$ cat src/rtl/csr_pkg.sv
// Shared CSR-file definitions for the trap controller: CSR indices, mstatus
// field positions, mstatus reset value, FSM state encoding and the mstatus update rule.
package csr_pkg;

    localparam int unsigned CSR_MCAUSE  = 0;
    localparam int unsigned CSR_MSTATUS = 1;
    localparam int unsigned CSR_MEPC    = 2;
    localparam int unsigned CSR_MTVEC   = 3;

    localparam int unsigned MSTATUS_MIE    = 3;
    localparam int unsigned MSTATUS_MPIE   = 7;
    localparam int unsigned MSTATUS_MPP_LO = 11;
    localparam int unsigned MSTATUS_MPP_HI = 12;

    localparam logic [63:0] MSTATUS_RST = 64'h0000_000A_0000_1800;

    typedef enum logic [2:0] {
        INIT,
        IDLE,
        W_EPC,
        W_CAUSE,
        W_STAT,
        R_VEC,
        R_EPC,
        RDIR
    } state_e;

    // Trap entry stacks MIE into MPIE and enters M-mode; mret unstacks it and drops to U-mode.
    function automatic logic [63:0] mstatus_update(input logic [63:0] cur, input logic ecall);
        logic [63:0] nxt;
        nxt = cur;
        if (ecall) begin
            nxt[MSTATUS_MPIE]                  = cur[MSTATUS_MIE];
            nxt[MSTATUS_MIE]                   = 1'b0;
            nxt[MSTATUS_MPP_HI:MSTATUS_MPP_LO] = 2'b11;
        end else begin
            nxt[MSTATUS_MIE]                   = cur[MSTATUS_MPIE];
            nxt[MSTATUS_MPIE]                  = 1'b1;
            nxt[MSTATUS_MPP_HI:MSTATUS_MPP_LO] = 2'b00;
        end
        return nxt;
    endfunction

endpackage

$ cat src/rtl/trap_ctrl_if.sv
// Bundle of the trap request/redirect handshake, the CSR-instruction port and the
// CSR-file port seen by trap_ctrl; master is the core/CSR-file side, slave is trap_ctrl.
interface trap_ctrl_if #(
    parameter int ADDR_WIDTH = 2,
    parameter int DATA_WIDTH = 64
);
    logic                  trap_req;
    logic                  trap_ecall;
    logic                  trap_mret;
    logic [63:0]           trap_pc;
    logic [63:0]           trap_cause;
    logic                  trap_ack;

    logic                  csr_wreq;
    logic [ADDR_WIDTH-1:0] csr_waddr;
    logic [DATA_WIDTH-1:0] csr_wdata;
    logic                  csr_wgnt;
    logic [ADDR_WIDTH-1:0] csr_raddr;

    logic [ADDR_WIDTH-1:0] csrf_raddr;
    logic [DATA_WIDTH-1:0] csrf_rdata;
    logic [ADDR_WIDTH-1:0] csrf_waddr;
    logic [DATA_WIDTH-1:0] csrf_wdata;
    logic                  csrf_wen;

    logic                  redirect_vld;
    logic [63:0]           redirect_pc;
    logic                  busy;

    modport master (
        output trap_req, trap_ecall, trap_mret, trap_pc, trap_cause,
        output csr_wreq, csr_waddr, csr_wdata, csr_raddr, csrf_rdata,
        input  trap_ack, csr_wgnt, csrf_raddr, csrf_waddr, csrf_wdata, csrf_wen,
        input  redirect_vld, redirect_pc, busy
    );

    modport slave (
        input  trap_req, trap_ecall, trap_mret, trap_pc, trap_cause,
        input  csr_wreq, csr_waddr, csr_wdata, csr_raddr, csrf_rdata,
        output trap_ack, csr_wgnt, csrf_raddr, csrf_waddr, csrf_wdata, csrf_wen,
        output redirect_vld, redirect_pc, busy
    );

endinterface

$ cat src/rtl/csrf_wr_arb.sv
// CSR-file write port arbiter: the trap FSM owns the port except in IDLE with no
// pending trap, where a CSR-instruction write is passed straight through.
module csrf_wr_arb #(
    parameter int ADDR_WIDTH = 2,
    parameter int DATA_WIDTH = 64
) (
    input  logic                  rst,
    input  logic                  idle,
    input  logic                  trap_req,
    input  logic                  csr_wreq,
    input  logic [ADDR_WIDTH-1:0] csr_waddr,
    input  logic [DATA_WIDTH-1:0] csr_wdata,
    input  logic                  fsm_wen,
    input  logic [ADDR_WIDTH-1:0] fsm_waddr,
    input  logic [DATA_WIDTH-1:0] fsm_wdata,
    output logic                  csr_wgnt,
    output logic                  csrf_wen,
    output logic [ADDR_WIDTH-1:0] csrf_waddr,
    output logic [DATA_WIDTH-1:0] csrf_wdata
);

    // A trap request in the same IDLE cycle takes priority over the instruction write.
    assign csr_wgnt   = csr_wreq & idle & ~trap_req & ~rst;
    assign csrf_wen   = csr_wgnt | fsm_wen;
    assign csrf_waddr = csr_wgnt ? csr_waddr : fsm_waddr;
    assign csrf_wdata = csr_wgnt ? csr_wdata : fsm_wdata;

endmodule

$ cat src/rtl/trap_ctrl.sv
// Machine-mode trap entry/return sequencer driving a 4-entry CSR file.
// Define TRAP_CTRL_VECTORED_EN to enable vectored mtvec dispatch for interrupt causes.
module trap_ctrl
    import csr_pkg::*;
#(
    parameter int ADDR_WIDTH = 2,
    parameter int DATA_WIDTH = 64
) (
    input logic        clk,
    input logic        rst,
    trap_ctrl_if.slave bus
);

    state_e                state;
    state_e                state_nx;
    logic                  is_ecall;
    logic                  is_redir;
    logic [63:0]           cap_pc;
    logic [63:0]           cap_cause;
    logic [63:0]           redirect_pc_q;
    logic [63:0]           vec_target;
    logic                  idle;
    logic                  fsm_wen;
    logic [ADDR_WIDTH-1:0] fsm_waddr;
    logic [ADDR_WIDTH-1:0] fsm_raddr;
    logic [DATA_WIDTH-1:0] fsm_wdata;
    logic                  ack;
    logic                  redir;

    assign idle = (state == IDLE);

    always_ff @(posedge clk) begin
        if (rst) begin
            state         <= INIT;
            is_ecall      <= 1'b0;
            is_redir      <= 1'b0;
            cap_pc        <= '0;
            cap_cause     <= '0;
            redirect_pc_q <= '0;
        end else begin
            state <= state_nx;
            if (idle && bus.trap_req) begin
                is_ecall <= bus.trap_ecall;
                is_redir <= bus.trap_ecall | bus.trap_mret;
                if (bus.trap_ecall) begin
                    cap_pc    <= bus.trap_pc;
                    cap_cause <= bus.trap_cause;
                end
            end
            if (state == R_VEC) redirect_pc_q <= vec_target;
            if (state == R_EPC) redirect_pc_q <= 64'(bus.csrf_rdata);
        end
    end

    always_comb begin
        vec_target = {bus.csrf_rdata[63:2], 2'b00};
`ifdef TRAP_CTRL_VECTORED_EN
        if (bus.csrf_rdata[1:0] == 2'b01 && cap_cause[63]) begin
            vec_target = vec_target + {cap_cause[61:0], 2'b00};
        end
`endif
    end

    always_comb begin
        state_nx  = state;
        fsm_wen   = 1'b0;
        fsm_waddr = '0;
        fsm_wdata = '0;
        fsm_raddr = '0;
        ack       = 1'b0;
        redir     = 1'b0;
        case (state)
            INIT: begin
                fsm_wen   = 1'b1;
                fsm_waddr = ADDR_WIDTH'(CSR_MSTATUS);
                fsm_wdata = DATA_WIDTH'(MSTATUS_RST);
                state_nx  = IDLE;
            end
            IDLE: begin
                if (bus.trap_req) begin
                    if (bus.trap_ecall)     state_nx = W_EPC;
                    else if (bus.trap_mret) state_nx = R_EPC;
                    else                    state_nx = RDIR;
                end
            end
            W_EPC: begin
                fsm_wen   = 1'b1;
                fsm_waddr = ADDR_WIDTH'(CSR_MEPC);
                fsm_wdata = DATA_WIDTH'(cap_pc);
                state_nx  = W_CAUSE;
            end
            W_CAUSE: begin
                fsm_wen   = 1'b1;
                fsm_waddr = ADDR_WIDTH'(CSR_MCAUSE);
                fsm_wdata = DATA_WIDTH'(cap_cause);
                state_nx  = W_STAT;
            end
            W_STAT: begin
                fsm_raddr = ADDR_WIDTH'(CSR_MSTATUS);
                fsm_wen   = 1'b1;
                fsm_waddr = ADDR_WIDTH'(CSR_MSTATUS);
                fsm_wdata = DATA_WIDTH'(mstatus_update(64'(bus.csrf_rdata), is_ecall));
                state_nx  = is_ecall ? R_VEC : RDIR;
            end
            R_VEC: begin
                fsm_raddr = ADDR_WIDTH'(CSR_MTVEC);
                state_nx  = RDIR;
            end
            R_EPC: begin
                fsm_raddr = ADDR_WIDTH'(CSR_MEPC);
                state_nx  = W_STAT;
            end
            RDIR: begin
                ack      = 1'b1;
                redir    = is_redir;
                state_nx = IDLE;
            end
            default: state_nx = INIT;
        endcase
        // Reset aborts the sequence immediately, suppressing this cycle's write and strobes.
        if (rst) begin
            fsm_wen = 1'b0;
            ack     = 1'b0;
            redir   = 1'b0;
        end
    end

    csrf_wr_arb #(
        .ADDR_WIDTH(ADDR_WIDTH),
        .DATA_WIDTH(DATA_WIDTH)
    ) u_arb (
        .rst        (rst),
        .idle       (idle),
        .trap_req   (bus.trap_req),
        .csr_wreq   (bus.csr_wreq),
        .csr_waddr  (bus.csr_waddr),
        .csr_wdata  (bus.csr_wdata),
        .fsm_wen    (fsm_wen),
        .fsm_waddr  (fsm_waddr),
        .fsm_wdata  (fsm_wdata),
        .csr_wgnt   (bus.csr_wgnt),
        .csrf_wen   (bus.csrf_wen),
        .csrf_waddr (bus.csrf_waddr),
        .csrf_wdata (bus.csrf_wdata)
    );

    assign bus.csrf_raddr   = idle ? bus.csr_raddr : fsm_raddr;
    assign bus.trap_ack     = ack;
    assign bus.redirect_vld = redir;
    assign bus.redirect_pc  = redirect_pc_q;
    assign bus.busy         = ~idle;

endmodule

$ cat src/flat_wrapper.sv
// flat-port wrapper written by rule: the top's interface ports become plain ports
module trap_ctrl_flat import csr_pkg::*;
#(
    parameter int ADDR_WIDTH = 2,
    parameter int DATA_WIDTH = 64
)
  (clk, rst, bus_trap_req, bus_trap_ecall, bus_trap_mret, bus_trap_pc, bus_trap_cause, bus_csr_wreq, bus_csr_waddr, bus_csr_wdata, bus_csr_raddr, bus_csrf_rdata, bus_trap_ack, bus_csr_wgnt, bus_csrf_raddr, bus_csrf_waddr, bus_csrf_wdata, bus_csrf_wen, bus_redirect_vld, bus_redirect_pc, bus_busy);
  trap_ctrl_if #(.ADDR_WIDTH(ADDR_WIDTH), .DATA_WIDTH(DATA_WIDTH)) bus_i ();
  input logic clk;
  input logic rst;
  input wire logic [$bits(bus_i.trap_req)-1:0] bus_trap_req;
  input wire logic [$bits(bus_i.trap_ecall)-1:0] bus_trap_ecall;
  input wire logic [$bits(bus_i.trap_mret)-1:0] bus_trap_mret;
  input wire logic [$bits(bus_i.trap_pc)-1:0] bus_trap_pc;
  input wire logic [$bits(bus_i.trap_cause)-1:0] bus_trap_cause;
  input wire logic [$bits(bus_i.csr_wreq)-1:0] bus_csr_wreq;
  input wire logic [$bits(bus_i.csr_waddr)-1:0] bus_csr_waddr;
  input wire logic [$bits(bus_i.csr_wdata)-1:0] bus_csr_wdata;
  input wire logic [$bits(bus_i.csr_raddr)-1:0] bus_csr_raddr;
  input wire logic [$bits(bus_i.csrf_rdata)-1:0] bus_csrf_rdata;
  output wire logic [$bits(bus_i.trap_ack)-1:0] bus_trap_ack;
  output wire logic [$bits(bus_i.csr_wgnt)-1:0] bus_csr_wgnt;
  output wire logic [$bits(bus_i.csrf_raddr)-1:0] bus_csrf_raddr;
  output wire logic [$bits(bus_i.csrf_waddr)-1:0] bus_csrf_waddr;
  output wire logic [$bits(bus_i.csrf_wdata)-1:0] bus_csrf_wdata;
  output wire logic [$bits(bus_i.csrf_wen)-1:0] bus_csrf_wen;
  output wire logic [$bits(bus_i.redirect_vld)-1:0] bus_redirect_vld;
  output wire logic [$bits(bus_i.redirect_pc)-1:0] bus_redirect_pc;
  output wire logic [$bits(bus_i.busy)-1:0] bus_busy;
  assign bus_i.trap_req = bus_trap_req;
  assign bus_i.trap_ecall = bus_trap_ecall;
  assign bus_i.trap_mret = bus_trap_mret;
  assign bus_i.trap_pc = bus_trap_pc;
  assign bus_i.trap_cause = bus_trap_cause;
  assign bus_i.csr_wreq = bus_csr_wreq;
  assign bus_i.csr_waddr = bus_csr_waddr;
  assign bus_i.csr_wdata = bus_csr_wdata;
  assign bus_i.csr_raddr = bus_csr_raddr;
  assign bus_i.csrf_rdata = bus_csrf_rdata;
  assign bus_trap_ack = bus_i.trap_ack;
  assign bus_csr_wgnt = bus_i.csr_wgnt;
  assign bus_csrf_raddr = bus_i.csrf_raddr;
  assign bus_csrf_waddr = bus_i.csrf_waddr;
  assign bus_csrf_wdata = bus_i.csrf_wdata;
  assign bus_csrf_wen = bus_i.csrf_wen;
  assign bus_redirect_vld = bus_i.redirect_vld;
  assign bus_redirect_pc = bus_i.redirect_pc;
  assign bus_busy = bus_i.busy;
  trap_ctrl #(.ADDR_WIDTH(ADDR_WIDTH), .DATA_WIDTH(DATA_WIDTH)) u_core (.clk(clk), .rst(rst), .bus(bus_i));
endmodule
$ cat config.mk
export PLATFORM = sky130hd
export DESIGN_NAME = trap_ctrl_flat
export DESIGN_NICKNAME = d
export VERILOG_FILES = /design/src/rtl/csr_pkg.sv /design/src/rtl/trap_ctrl_if.sv /design/src/rtl/csrf_wr_arb.sv /design/src/rtl/trap_ctrl.sv /design/src/flat_wrapper.sv
export SDC_FILE = /design/constraint.sdc
export NUM_CORES = 1
export LEC_CHECK = 0
export BUFFER_PORTS_ARGS = -buffer_cell sky130_fd_sc_hd__buf_2
export CAP_MARGIN = 20
export CORE_UTILIZATION = 35
export CTS_CLUSTER_SIZE = 8
export DETAILED_ROUTE_END_ITERATION = 7
export PLACE_DENSITY_LB_ADDON = 0.15
export SLEW_MARGIN = 30
export SYNTH_ARGS = -nofsm -noshare
export SYNTH_HDL_FRONTEND = slang
export SYNTH_HIERARCHICAL = 1
export SYNTH_SLANG_ARGS = --single-unit
$ cat constraint.sdc
create_clock -name clk -period 3.4 [get_ports clk]
set_input_delay 0 -clock clk [delete_from_list [all_inputs] [get_ports clk]]
set_output_delay 0 -clock clk [all_outputs]
set_load 0.005 [all_outputs]
==> results.tsv <==
metric	value	unit
hold_viol_final	0	
dieWidth	180.1	µm
worstPathRequired	3.40	ns
reg2regPathDepth	4	
cp-end-kind	primary output	
htreeDepth	4	
grt_usage	21.34	%
rsz0062_at_grt	false	
cts_tree	built	
syn_nets	1383	
setup-tns-final	0	ns
critPathKind	reg2out	
syn_area	0.01110	mm²
dp_hpwl	23110	µm
outcome	completed	
cap_violations	0	
core	0.03091	mm²
timing.final.crit_share	86.94	%
antenna_found_initial	2	
clock_sinks	197	
grt_max_degree	139	
num_io_pins	403	
grt_pass1_vias	10090	
slew_violations	0	
clk_pin_slew	0.07	ns
ys_ff_latch	197	
viasPerCell	4.742	
final_antenna_net_count	0	
nets	1911	
ys_types	37	
place_congestion	0.7672	
worst_slew_pin_slew	0.8747	ns
slowest_delay	0.64	ns
cts_made_buffers	17	
gr-total-overflow	0	
synth.avg_cell_area	9.941	µm²
relSlewSlack	41.69	%
ir_drop	340.0	µV
min_period	2.956	ns
area_growth	41.55	%
cts_buffer_depth	2	
insertion_delay	0.43	ns
die_h	180.1	µm
slowest_stage	dfxtp_4	
ys_warn_count	6	
fmax	338.3	MHz
drive_gt1_share	31.79	%
power.density	369.1	mW/mm²
place_area	0.01315	mm²
setup_viol	0	
synth_cells	1117	
startpoint_type	register	
cts_root_buf	clkbuf_16	
via_count	9745	
arrival	2.96	ns
grt_pass1_wl	55370	µm
firstDrtPassIters	4	
ys_seq_area_share	35.52	%
dieArea	0.03244	mm²
rows	64	
hold_path.class	in2reg	
routed_wl	35300	µm
start_util	35.93	%
post_cts_resized	0	
cts_setup_buffers	0	
p_leak	0.006398	µW
wire_per_inst	17.18	µm
portBuffers	402	
first_iter_violations	421	
post-route-drc-count	0	
finalClockSkew	0.01283	ns
critPathMaxFanout	35	
final_area	0.01572	mm²
crit_chain	nor3b_4, and4bb_4, buf_4, mux2_2, buf_2	
min_path_cells	2	
-- cells by family (layout without fill, tap and decap cells) --
family	count (synthesis)	in the layout	synth area share [%]
buffers and inverters	108	649	6.377
other	0	1	0
flip-flops	197	197	35.52
AND/OR/NAND/NOR	406	406	22.81
AO/OA/AOI/OAI	150	150	10.87
multiplexers	256	256	24.43
-- state kept, by name (all words and copies together), names as in the netlist --
| signal | cells |
|---|---|
| u_core/bus.redirect_pc | 64 |
| u_core/is_redir | 1 |
| u_core/cap_cause | 64 |
| u_core/is_ecall | 1 |
| u_core/state | 3 |
| u_core/cap_pc | 64 |
-- cells in the final DEF, fill, tap and decap left out, types with 3 or more instances in the layout --
master,count
a22o_1,4
nand2_1,5
inv_1,4
buf_4,9
buf_2,401
mux2_2,48
dfxtp_1,196
nor2b_1,4
a2bb2oi_1,4
nand2b_1,383
inv_6,6
nor2_1,3
nor3_1,3
dlygate4sd3_1,196
mux2i_1,190
a21oi_1,6
mux2_4,18
buf_12,5
o2bb2ai_1,62
a32oi_1,3
clkbuf_8,4
a22oi_1,57
clkbuf_16,17
-- path summary, 6_finish.rpt --
check	start	endpoint	slack, ns
worst min-delay path	rst	u_core/state[0]	0.25
worst max register to register	u_core/state[1]	u_core/bus.redirect_pc[44]	0.98
worst max-delay path	u_core/state[0]	bus_csrf_wdata[40]	0.44
worst min register to register	u_core/bus.redirect_pc[58]	u_core/bus.redirect_pc[58]	0.47
-- report_power, final --
group          switching [µW]  internal [µW]  leakage, µW
combinational             547            653      0.00450
sequential               71.9           2400      0.00160
clock                     970           1160     0.000300
-- repair_timing --
item / in CTS / in global routing
setup endpoints to repair: 0 / 0
endpoints found under the hold margin: 195 / 0
hold buffers: 196 / 0
-- cell usage after synthesis (all sizes together) --
master	number	share of area (%)
buf	44	4.2
a21o	1	0.068
a22oi	57	3.9
a311oi	1	0.079
nor2	4	0.14
and3	1	0.056
o21ai	2	0.090
and4bb	1	0.11
a32oi	3	0.24
nand2b	383	22
mux2i	190	17
o21a	3	0.20
and2	1	0.056
a21oi	6	0.27
mux2	66	7.3
a21bo	1	0.090
a211oi	2	0.14
nor3	3	0.14
inv	4	0.14
o2bb2ai	62	4.9
clkbuf	60	2.0
or2	1	0.056
a31o	1	0.079
dfxtp	197	36
a2bb2oi	4	0.32
nor3b	1	0.17
a21boi	1	0.068
nand2	5	0.17
nor2b	6	0.34
o21ba	2	0.18
a22o	4	0.32
-- metrics by stage --
stage / std cells / total power, µW / util, % / setup slack, ns / hold WS (ns)
finish: 2055 / 5803 / 50.85 / 0.4440 / 0.2543
global route: 2055 / 6069 / 50.85 / 0.2721 / 0.2990
CTS: 2054 / 5885 / 50.83 / 0.3941 / 0.2454
detailed placement: 1826 / 3543 / 42.53 / 0.8702 / 0.2687
global placement: 1826 / 3533 / 42.53 / 0.9664 / 0.2621
floorplan: 1117 / 3135 / - / 1.804 / 0.09815
-- critical path, delay by kind of cell, from the launching register on --
kind / cells / cell delay [ns]
buffers and inverters: 2 / 0.49
flip-flops: 1 / 0.64
multiplexers: 1 / 0.37
AND/OR/NAND/NOR: 2 / 1.03
-- routing by layer --
| layer | vias up | share of wire (%) | global-route usage [%] |
|---|---|---|---|
| met1 | 4546 | 45 | 26.99 |
| li1 | 4905 | - | - |
| met2 | 258 | 49 | 37.00 |
| met5 | - | 0.028 | 0 |
| met4 | 2 | 1.5 | 5.436 |
| met3 | 34 | 4.4 | 4.184 |
-- final cells by class --
type / count / area (µm²)
fill: 2916 / 15190
multi-input combinational: 812 / 6491
timing repair buffer: 613 / 4161
sequential: 197 / 3948
tap: 396 / 495.5
clock buffer: 21 / 470.5
clock inverter: 11 / 135.1
inverter: 4 / 15.01
antenna: 1 / 2.502
Power figures use the tool's default switching activity.
